==> src/rtl/muldiv_ctrl_pkg.sv <==
// Shared definitions for the multiply/divide sequencer.
package muldiv_ctrl_pkg;

    // Sequencer states
    typedef enum logic [1:0] {
        MD_IDLE = 2'b00,
        MD_MUL  = 2'b01,
        MD_DIV  = 2'b10,
        MD_DONE = 2'b11
    } md_state_e;

    // HI/LO write source codes; this block produces the MUL and DIV sources
    typedef enum logic [1:0] {
        HILO_SRC_ALU = 2'b00,
        HILO_SRC_MUL = 2'b01,
        HILO_SRC_DIV = 2'b10
    } hilo_src_e;

    // Quotient reported on a zero divisor
    localparam logic [31:0] DIV_ZERO_Q = 32'hFFFF_FFFF;

    // Magnitude of v, treating it as two's complement only when sgn is set
    function automatic logic [31:0] abs32(input logic [31:0] v, input logic sgn);
        return (sgn && v[31]) ? -v : v;
    endfunction

endpackage

==> src/rtl/muldiv_ctrl_if.sv <==
// Handshake and operand bus between the EX-stage decoder/datapath and muldiv_ctrl.
interface muldiv_ctrl_if;
    logic        start;
    logic        is_div;
    logic        sign;
    logic        annul;
    logic [31:0] opa;
    logic [31:0] opb;
    logic        stall;
    logic        busy;
    logic        done;
    logic        hilo_we;
    logic [31:0] hi_o;
    logic [31:0] lo_o;

    modport master (
        output start, is_div, sign, annul, opa, opb,
        input  stall, busy, done, hilo_we, hi_o, lo_o
    );

    modport slave (
        input  start, is_div, sign, annul, opa, opb,
        output stall, busy, done, hilo_we, hi_o, lo_o
    );
endinterface

==> src/rtl/muldiv_ctrl_div_core.sv <==
// Iterative restoring divider: one quotient bit per step, sign fix-up on the outputs.
module muldiv_ctrl_div_core
    import muldiv_ctrl_pkg::*;
#(
    parameter int unsigned DIV_ITERS = 32
) (
    input  logic        clk,
    input  logic        rst,
    input  logic        i_load,
    input  logic        i_step,
    input  logic        i_sign,
    input  logic [31:0] i_dividend,
    input  logic [31:0] i_divisor,
    output logic [31:0] o_q,
    output logic [31:0] o_r,
    output logic        o_last
);

    localparam logic [5:0] LAST_CNT = 6'(DIV_ITERS - 1);

    // Upper half is the partial remainder; lower half shifts dividend bits out
    // and quotient bits in.
    logic [63:0] r_rem;
    logic [31:0] r_dsr;
    logic        r_neg_q;
    logic        r_neg_r;
    logic        r_div_zero;
    logic [5:0]  r_cnt;

    logic [32:0] w_sh_hi;
    logic [32:0] w_diff;
    logic        w_ge;
    logic [63:0] w_rem_next;
    logic [31:0] w_q_mag;
    logic [31:0] w_r_mag;

    // One shift-subtract step; 33-bit compare keeps large unsigned divisors exact.
    // Outputs reflect the step in progress so the final result is capturable
    // on the same edge that completes it.
    always_comb begin
        w_sh_hi    = r_rem[63:31];
        w_diff     = w_sh_hi - {1'b0, r_dsr};
        w_ge       = ~w_diff[32];
        w_rem_next = {(w_ge ? w_diff[31:0] : w_sh_hi[31:0]), r_rem[30:0], w_ge};
        w_q_mag    = w_rem_next[31:0];
        w_r_mag    = w_rem_next[63:32];
        o_q        = r_div_zero ? DIV_ZERO_Q : (r_neg_q ? -w_q_mag : w_q_mag);
        o_r        = r_neg_r ? -w_r_mag : w_r_mag;
        o_last     = (r_cnt == LAST_CNT);
    end

    // Operand setup on load, one iteration per step
    always_ff @(posedge clk) begin
        if (!rst) begin
            r_rem      <= '0;
            r_dsr      <= '0;
            r_neg_q    <= 1'b0;
            r_neg_r    <= 1'b0;
            r_div_zero <= 1'b0;
            r_cnt      <= '0;
        end else if (i_load) begin
            r_rem      <= {32'h0, abs32(i_dividend, i_sign)};
            r_dsr      <= abs32(i_divisor, i_sign);
            r_neg_q    <= i_sign & (i_dividend[31] ^ i_divisor[31]);
            r_neg_r    <= i_sign & i_dividend[31];
            r_div_zero <= (i_divisor == 32'h0);
            r_cnt      <= '0;
        end else if (i_step) begin
            r_rem      <= w_rem_next;
            r_cnt      <= r_cnt + 6'd1;
        end
    end

endmodule

==> src/rtl/muldiv_ctrl.sv <==
// EX-stage multiply/divide sequencer: FSM, stall/annul, multiplier and HI/LO results.
module muldiv_ctrl
    import muldiv_ctrl_pkg::*;
#(
    parameter int unsigned MUL_LATENCY = 2,
    parameter int unsigned DIV_ITERS   = 32
) (
    input  logic          clk,
    input  logic          rst,
    muldiv_ctrl_if.slave  bus
);

    localparam logic [3:0] MUL_LAST = 4'(MUL_LATENCY - 1);

    md_state_e   r_state;
    md_state_e   w_state_next;
    logic [3:0]  r_cnt;
    logic [31:0] r_a_mag;
    logic [31:0] r_b_mag;
    logic        r_neg_p;
    logic [31:0] r_hi;
    logic [31:0] r_lo;

    logic        w_accept;
    logic        w_stall;
    logic        w_div_step;
    logic        w_mul_fin;
    logic        w_div_fin;
    logic        w_div_last;
    logic [31:0] w_div_q;
    logic [31:0] w_div_r;
    logic [63:0] w_prod_mag;
    logic [63:0] w_prod;

    assign w_accept = (r_state == MD_IDLE) & bus.start & ~bus.annul;

    // Next state, stall and completion strobes; annul aborts MUL/DIV at once
    always_comb begin
        w_state_next = r_state;
        w_stall      = 1'b0;
        w_div_step   = 1'b0;
        w_mul_fin    = 1'b0;
        w_div_fin    = 1'b0;
        unique case (r_state)
            MD_IDLE: begin
                if (w_accept) begin
                    w_stall      = 1'b1;
                    w_state_next = bus.is_div ? MD_DIV : MD_MUL;
                end
            end
            MD_MUL: begin
                if (bus.annul) begin
                    w_state_next = MD_IDLE;
                end else begin
                    w_stall = 1'b1;
                    if (r_cnt == MUL_LAST) begin
                        w_state_next = MD_DONE;
                        w_mul_fin    = 1'b1;
                    end
                end
            end
            MD_DIV: begin
                if (bus.annul) begin
                    w_state_next = MD_IDLE;
                end else begin
                    w_stall    = 1'b1;
                    w_div_step = 1'b1;
                    if (w_div_last) begin
                        w_state_next = MD_DONE;
                        w_div_fin    = 1'b1;
                    end
                end
            end
            MD_DONE: w_state_next = MD_IDLE;
            default: w_state_next = MD_IDLE;
        endcase
    end

    // Magnitude product, sign applied afterwards
    always_comb begin
        w_prod_mag = {32'h0, r_a_mag} * {32'h0, r_b_mag};
        w_prod     = r_neg_p ? -w_prod_mag : w_prod_mag;
    end

    // State, multiplier latency counter and latched multiply operands
    always_ff @(posedge clk) begin
        if (!rst) begin
            r_state <= MD_IDLE;
            r_cnt   <= '0;
            r_a_mag <= '0;
            r_b_mag <= '0;
            r_neg_p <= 1'b0;
        end else begin
            r_state <= w_state_next;
            r_cnt   <= (r_state == MD_MUL) ? r_cnt + 4'd1 : 4'd0;
            if (w_accept) begin
                r_a_mag <= abs32(bus.opa, bus.sign);
                r_b_mag <= abs32(bus.opb, bus.sign);
                r_neg_p <= bus.sign & (bus.opa[31] ^ bus.opb[31]);
            end
        end
    end

    // HI/LO result registers; loaded only on the edge entering DONE
    always_ff @(posedge clk) begin
        if (!rst) begin
            r_hi <= '0;
            r_lo <= '0;
        end else if (w_mul_fin) begin
            r_hi <= w_prod[63:32];
            r_lo <= w_prod[31:0];
        end else if (w_div_fin) begin
            r_hi <= w_div_r;
            r_lo <= w_div_q;
        end
    end

    muldiv_ctrl_div_core #(
        .DIV_ITERS (DIV_ITERS)
    ) u_div_core (
        .clk        (clk),
        .rst        (rst),
        .i_load     (w_accept & bus.is_div),
        .i_step     (w_div_step),
        .i_sign     (bus.sign),
        .i_dividend (bus.opa),
        .i_divisor  (bus.opb),
        .o_q        (w_div_q),
        .o_r        (w_div_r),
        .o_last     (w_div_last)
    );

    assign bus.stall   = w_stall;
    assign bus.busy    = (r_state == MD_MUL) | (r_state == MD_DIV);
    assign bus.done    = (r_state == MD_DONE);
    assign bus.hilo_we = (r_state == MD_DONE);
    assign bus.hi_o    = r_hi;
    assign bus.lo_o    = r_lo;

endmodule

==> src/flat_wrapper.sv <==
// flat-port wrapper written by rule: the top's interface ports become plain ports
module muldiv_ctrl_flat import muldiv_ctrl_pkg::*;
#(
    parameter int unsigned MUL_LATENCY = 2,
    parameter int unsigned DIV_ITERS   = 32
)
  (clk, rst, bus_start, bus_is_div, bus_sign, bus_annul, bus_opa, bus_opb, bus_stall, bus_busy, bus_done, bus_hilo_we, bus_hi_o, bus_lo_o);
  muldiv_ctrl_if bus_i ();
  input  logic clk;
  input  logic rst;
  input wire logic [$bits(bus_i.start)-1:0] bus_start;
  input wire logic [$bits(bus_i.is_div)-1:0] bus_is_div;
  input wire logic [$bits(bus_i.sign)-1:0] bus_sign;
  input wire logic [$bits(bus_i.annul)-1:0] bus_annul;
  input wire logic [$bits(bus_i.opa)-1:0] bus_opa;
  input wire logic [$bits(bus_i.opb)-1:0] bus_opb;
  output wire logic [$bits(bus_i.stall)-1:0] bus_stall;
  output wire logic [$bits(bus_i.busy)-1:0] bus_busy;
  output wire logic [$bits(bus_i.done)-1:0] bus_done;
  output wire logic [$bits(bus_i.hilo_we)-1:0] bus_hilo_we;
  output wire logic [$bits(bus_i.hi_o)-1:0] bus_hi_o;
  output wire logic [$bits(bus_i.lo_o)-1:0] bus_lo_o;
  assign bus_i.start = bus_start;
  assign bus_i.is_div = bus_is_div;
  assign bus_i.sign = bus_sign;
  assign bus_i.annul = bus_annul;
  assign bus_i.opa = bus_opa;
  assign bus_i.opb = bus_opb;
  assign bus_stall = bus_i.stall;
  assign bus_busy = bus_i.busy;
  assign bus_done = bus_i.done;
  assign bus_hilo_we = bus_i.hilo_we;
  assign bus_hi_o = bus_i.hi_o;
  assign bus_lo_o = bus_i.lo_o;
  muldiv_ctrl #(.MUL_LATENCY(MUL_LATENCY), .DIV_ITERS(DIV_ITERS)) u_core (.clk(clk), .rst(rst), .bus(bus_i));
endmodule
==> config.mk <==
export PLATFORM = sky130hd
export DESIGN_NAME = muldiv_ctrl_flat
export DESIGN_NICKNAME = d
export VERILOG_FILES = /design/src/rtl/muldiv_ctrl_pkg.sv /design/src/rtl/muldiv_ctrl_if.sv /design/src/rtl/muldiv_ctrl_div_core.sv /design/src/rtl/muldiv_ctrl.sv /design/src/flat_wrapper.sv
export SDC_FILE = /design/constraint.sdc
export NUM_CORES = 2
export LEC_CHECK = 0
export ABC_CLOCK_PERIOD_IN_PS = 11600
export CAP_MARGIN = 40
export CORE_ASPECT_RATIO = 1.5
export CORE_MARGIN = 5
export CORE_UTILIZATION = 50
export CTS_CLUSTER_SIZE = 12
export DETAILED_ROUTE_END_ITERATION = 12
export PLACE_DENSITY = 0.72
export SLEW_MARGIN = 20
export SYNTH_ARGS = -nofsm -noshare
export SYNTH_HDL_FRONTEND = slang
export SYNTH_SLANG_ARGS = --single-unit
==> constraint.sdc <==
create_clock -name clk -period 11.6 [get_ports clk]
set_input_delay 1.16 -clock clk [delete_from_list [all_inputs] [get_ports clk]]
set_output_delay 1.16 -clock clk [all_outputs]
set_load 0.01 [all_outputs]
==> results.json <==
{
  "synth_fa_ha_area_share_pct": 43.4,
  "clkPwrFrac_pct": 11.0,
  "wl_per_cell_um": 22.5,
  "final_nets": 7196,
  "dpl.hpwl_um": 135000,
  "synth_seq_cells": 240,
  "slew_headroom_pct": 38.5,
  "synthCells": 5971,
  "initial_core_util_pct": 50.3,
  "cp_common_cell": "fa_1",
  "drc": 0,
  "rsz0062_at_grt": "false",
  "fillers": 9142,
  "max_stage_delay_ns": 0.90,
  "ant_nets": 0,
  "status": "complete, no violations",
  "drive_gt1_share_pct": 4.18,
  "seqPwrFrac_pct": 12.1,
  "routed_wl_um": 163000,
  "skew_ns": 0.0279,
  "worstSetupStartpointType": "flip-flop",
  "cts_tree": "done",
  "numCtsBuffers": 29,
  "finalSetupViolations": 0,
  "pwr_density_cell_nw_per_um2": 172,
  "cts.hold.buffers_added": 0,
  "viasPerCell": 5.89,
  "dpl.cell_count": 7171,
  "synth-edff-count": 0,
  "synth_area_per_cell_um2": 8.41,
  "antenna_found_initial": 5,
  "cp-end-kind": "flip-flop",
  "instances_no_fill": 7238,
  "grt_pass1_wl_um": 254000,
  "synth-seq-area-share_pct": 9.57,
  "synth_top_family_by_area": "adder cells",
  "vdd_drop_max_uv": 268,
  "syn_to_final_growth_pct": 7.97,
  "yosysMostFrequentCell": "inv_1",
  "ctsResizeCount": 0,
  "pin_count": 138,
  "critical-path-top-delay-family": "adder cells",
  "yosys.area.top_type_share_pct": 35.8,
  "worstPathRequired_ns": 12.16,
  "post-cts-setup-buffer-count": 0,
  "cts_max_path_buffers": 3,
  "clkLatencyLatePin_ns": 0.63,
  "synth_ff_type": "dfxtp_1",
  "synth_compound_area_share_pct": 11.8,
  "yosys-top-cells-area": "fa_1 (36%), dfxtp_1 (9.6%), ha_1 (7.7%)",
  "finalCritPeriodShare_pct": 92.7,
  "clock-sinks": 240,
  "cp.buffers_inverters": 6,
  "switching_share_pct": 57.4,
  "path_clk_slew_ns": 0.07,
  "die-area_um2": 107000,
  "cellLeakagePower_uw": 0.0246,
  "grtUsageTotal_pct": 30.4,
  "overflow": 0,
  "drt_iter0_drc": 3042,
  "detailroute.via_count": 42600,
  "slew_violations": 0,
  "first_global_vias": 45600,
  "yosysWarnings": 0,
  "die_h_um": 398,
  "drtPass1Iterations": 8,
  "synth_top_area_cell": "fa_1",
  "hp-class": "reg2reg",
  "regArea_um2": 4810,
  "critPathSlowestCell": "dfxtp_1",
  "drv_cap": 0,
  "combPwrFrac_pct": 76.9,
  "netlist_top_cells_count": "inv_1 (950), fa_1 (897), nand2_1 (768)",
  "globalplace.congestion": 1.04,
  "synthSimpleGateAreaFrac_pct": 20.4,
  "synthXorXnorAreaFrac_pct": 4.15,
  "tightest_slew_ns": 0.922,
  "rows": 142,
  "cp_max_fo": 15,
  "fin_crit_ns": 10.75,
  "clock.fmax_ghz": 0.0930,
  "core-area_um2": 99900,
  "grt_max_degree": 82,
  "rrSetupSlack_ns": 0.85,
  "syn_area_um2": 50200,
  "multi_input_comb_area_um2": 40500,
  "async_flop_share_pct": 0,
  "hold_viol": 0,
  "criticalPathCategory": "reg2reg",
  "synthMuxAreaShare_pct": 0.797,
  "ctsHtreeMaxLevel": 1,
  "intPower_uw": 3970,
  "clockRootBuffer": "clkbuf_16",
  "io_buffers": 137,
  "die_x_um": 269,
  "synth_cell_type_count": 102,
  "syn_nets": 7246,
  "fin_tns_setup_ns": 0,
  "utilization_pct": 54.3,
  "cp.arrival_ns": 11.31,
  "p_sw_uw": 5340
}
==> layout make-up <==
| class | count | share of cell area, % |
|---|---|---|
| tap | 1296 | 2.99 |
| clock buffer | 35 | 1.47 |
| clock inverter | 12 | 0.369 |
| inverter | 952 | 6.60 |
| timing repair buffer | 276 | 5.00 |
| antenna | 5 | 0.0231 |
| multi-input combinational | 4422 | 74.7 |
| sequential | 240 | 8.86 |
==> final timing paths <==
check	endpoint	cells past startpoint	startpoint
worst max-delay path	u_core.bus.hi_o[30]$_SDFFE_PN0P_	28	u_core.r_a_mag[19]$_SDFFE_PN0P_
worst max register to register	u_core.bus.hi_o[30]$_SDFFE_PN0P_	28	u_core.r_a_mag[19]$_SDFFE_PN0P_
worst min-delay path	u_core.u_div_core.r_dsr[31]$_SDFFE_PN0P_	2	u_core.u_div_core.r_dsr[31]$_SDFFE_PN0P_
worst min register to register	u_core.u_div_core.r_dsr[31]$_SDFFE_PN0P_	2	u_core.u_div_core.r_dsr[31]$_SDFFE_PN0P_
==> kinds of logic (layout without fill, tap and decap cells) <==
logic type / Yosys count / in the layout
other: 0 / 5
buffers and inverters: 1309 / 1275
muxes: 39 / 39
AOI/OAI and AO/OA: 886 / 886
adders and majority gates: 1205 / 1205
and+or+nand+nor: 2054 / 2054
xor gates and xnor gates: 238 / 238
DFF: 240 / 240
==> registers in the layout, summed over array words and instances (netlist names) <==
name / count
u_core.u_div_core.r_dsr: 32
u_core.u_div_core.r_neg_q: 1
u_core.r_neg_p: 1
u_core.u_div_core.r_cnt: 6
u_core.r_cnt: 4
u_core.r_b_mag: 32
u_core.bus.hi_o: 32
u_core.u_div_core.r_neg_r: 1
u_core.r_a_mag: 32
u_core.bus.lo_o: 32
u_core.r_state: 2
u_core.u_div_core.r_rem: 64
u_core.u_div_core.r_div_zero: 1
==> cell usage in the layout (no fill, tap or decap), types with 53 or more instances in the layout <==
cell,synthesis,routed
clkdlybuf4s50_1,0,137
a211oi_1,164,164
xor2_1,113,113
dfxtp_1,240,239
and2_1,603,602
inv_1,950,950
a21oi_1,217,217
fa_1,897,897
xnor2_1,125,125
nor2_1,296,296
nor3_1,71,71
o21ai_0,162,162
and3_1,53,53
ha_1,308,308
nand2_1,768,767
buf_4,4,102
==> layer usage <==
layer  part of all wire (%)  up-vias  global-route usage (%)
met3                    6.5      612                    5.09
met2                     51     1793                    54.0
met1                     35    21300                    33.6
met5                      0        -                       0
met4                    7.8        0                    18.6
li1                       -    18900                       -
==> worst reg2reg max path, delay by kind of cell, from the launching register on <==
kind / cells / cell delay (ns)
AND/OR/NAND/NOR: 4 / 1.99
adder cells (fa/ha/maj): 9 / 4.56
flip-flops: 1 / 0.90
buffers and inverters: 6 / 0.55
multiplexers: 1 / 0.24
AO/OA/AOI/OAI: 7 / 2.20
XOR/XNOR: 1 / 0.23
==> through the flow <==
step,power [uW],hold WS [ns],instance area (um^2),worst slack [ns]
floorplan,5710,0.433,50200,3.00
global placement,7950,0.448,52600,0.990
detailed placement,8020,0.449,53000,1.10
CTS,9120,0.458,54000,1.06
global route,9850,0.492,54200,0.494
finish,9310,0.456,54200,0.851
==> power groups by stage <==
stage,Clock [uW],Combinational (uW),Sequential (uW)
after global routing,1050,7660,1130
after global placement,0,6720,1230
after detailed placement,0,6850,1170
final,1030,7160,1130
after CTS,1030,6940,1150
after floorplan,0,4680,1030
(Power assumes the default switching activity.)
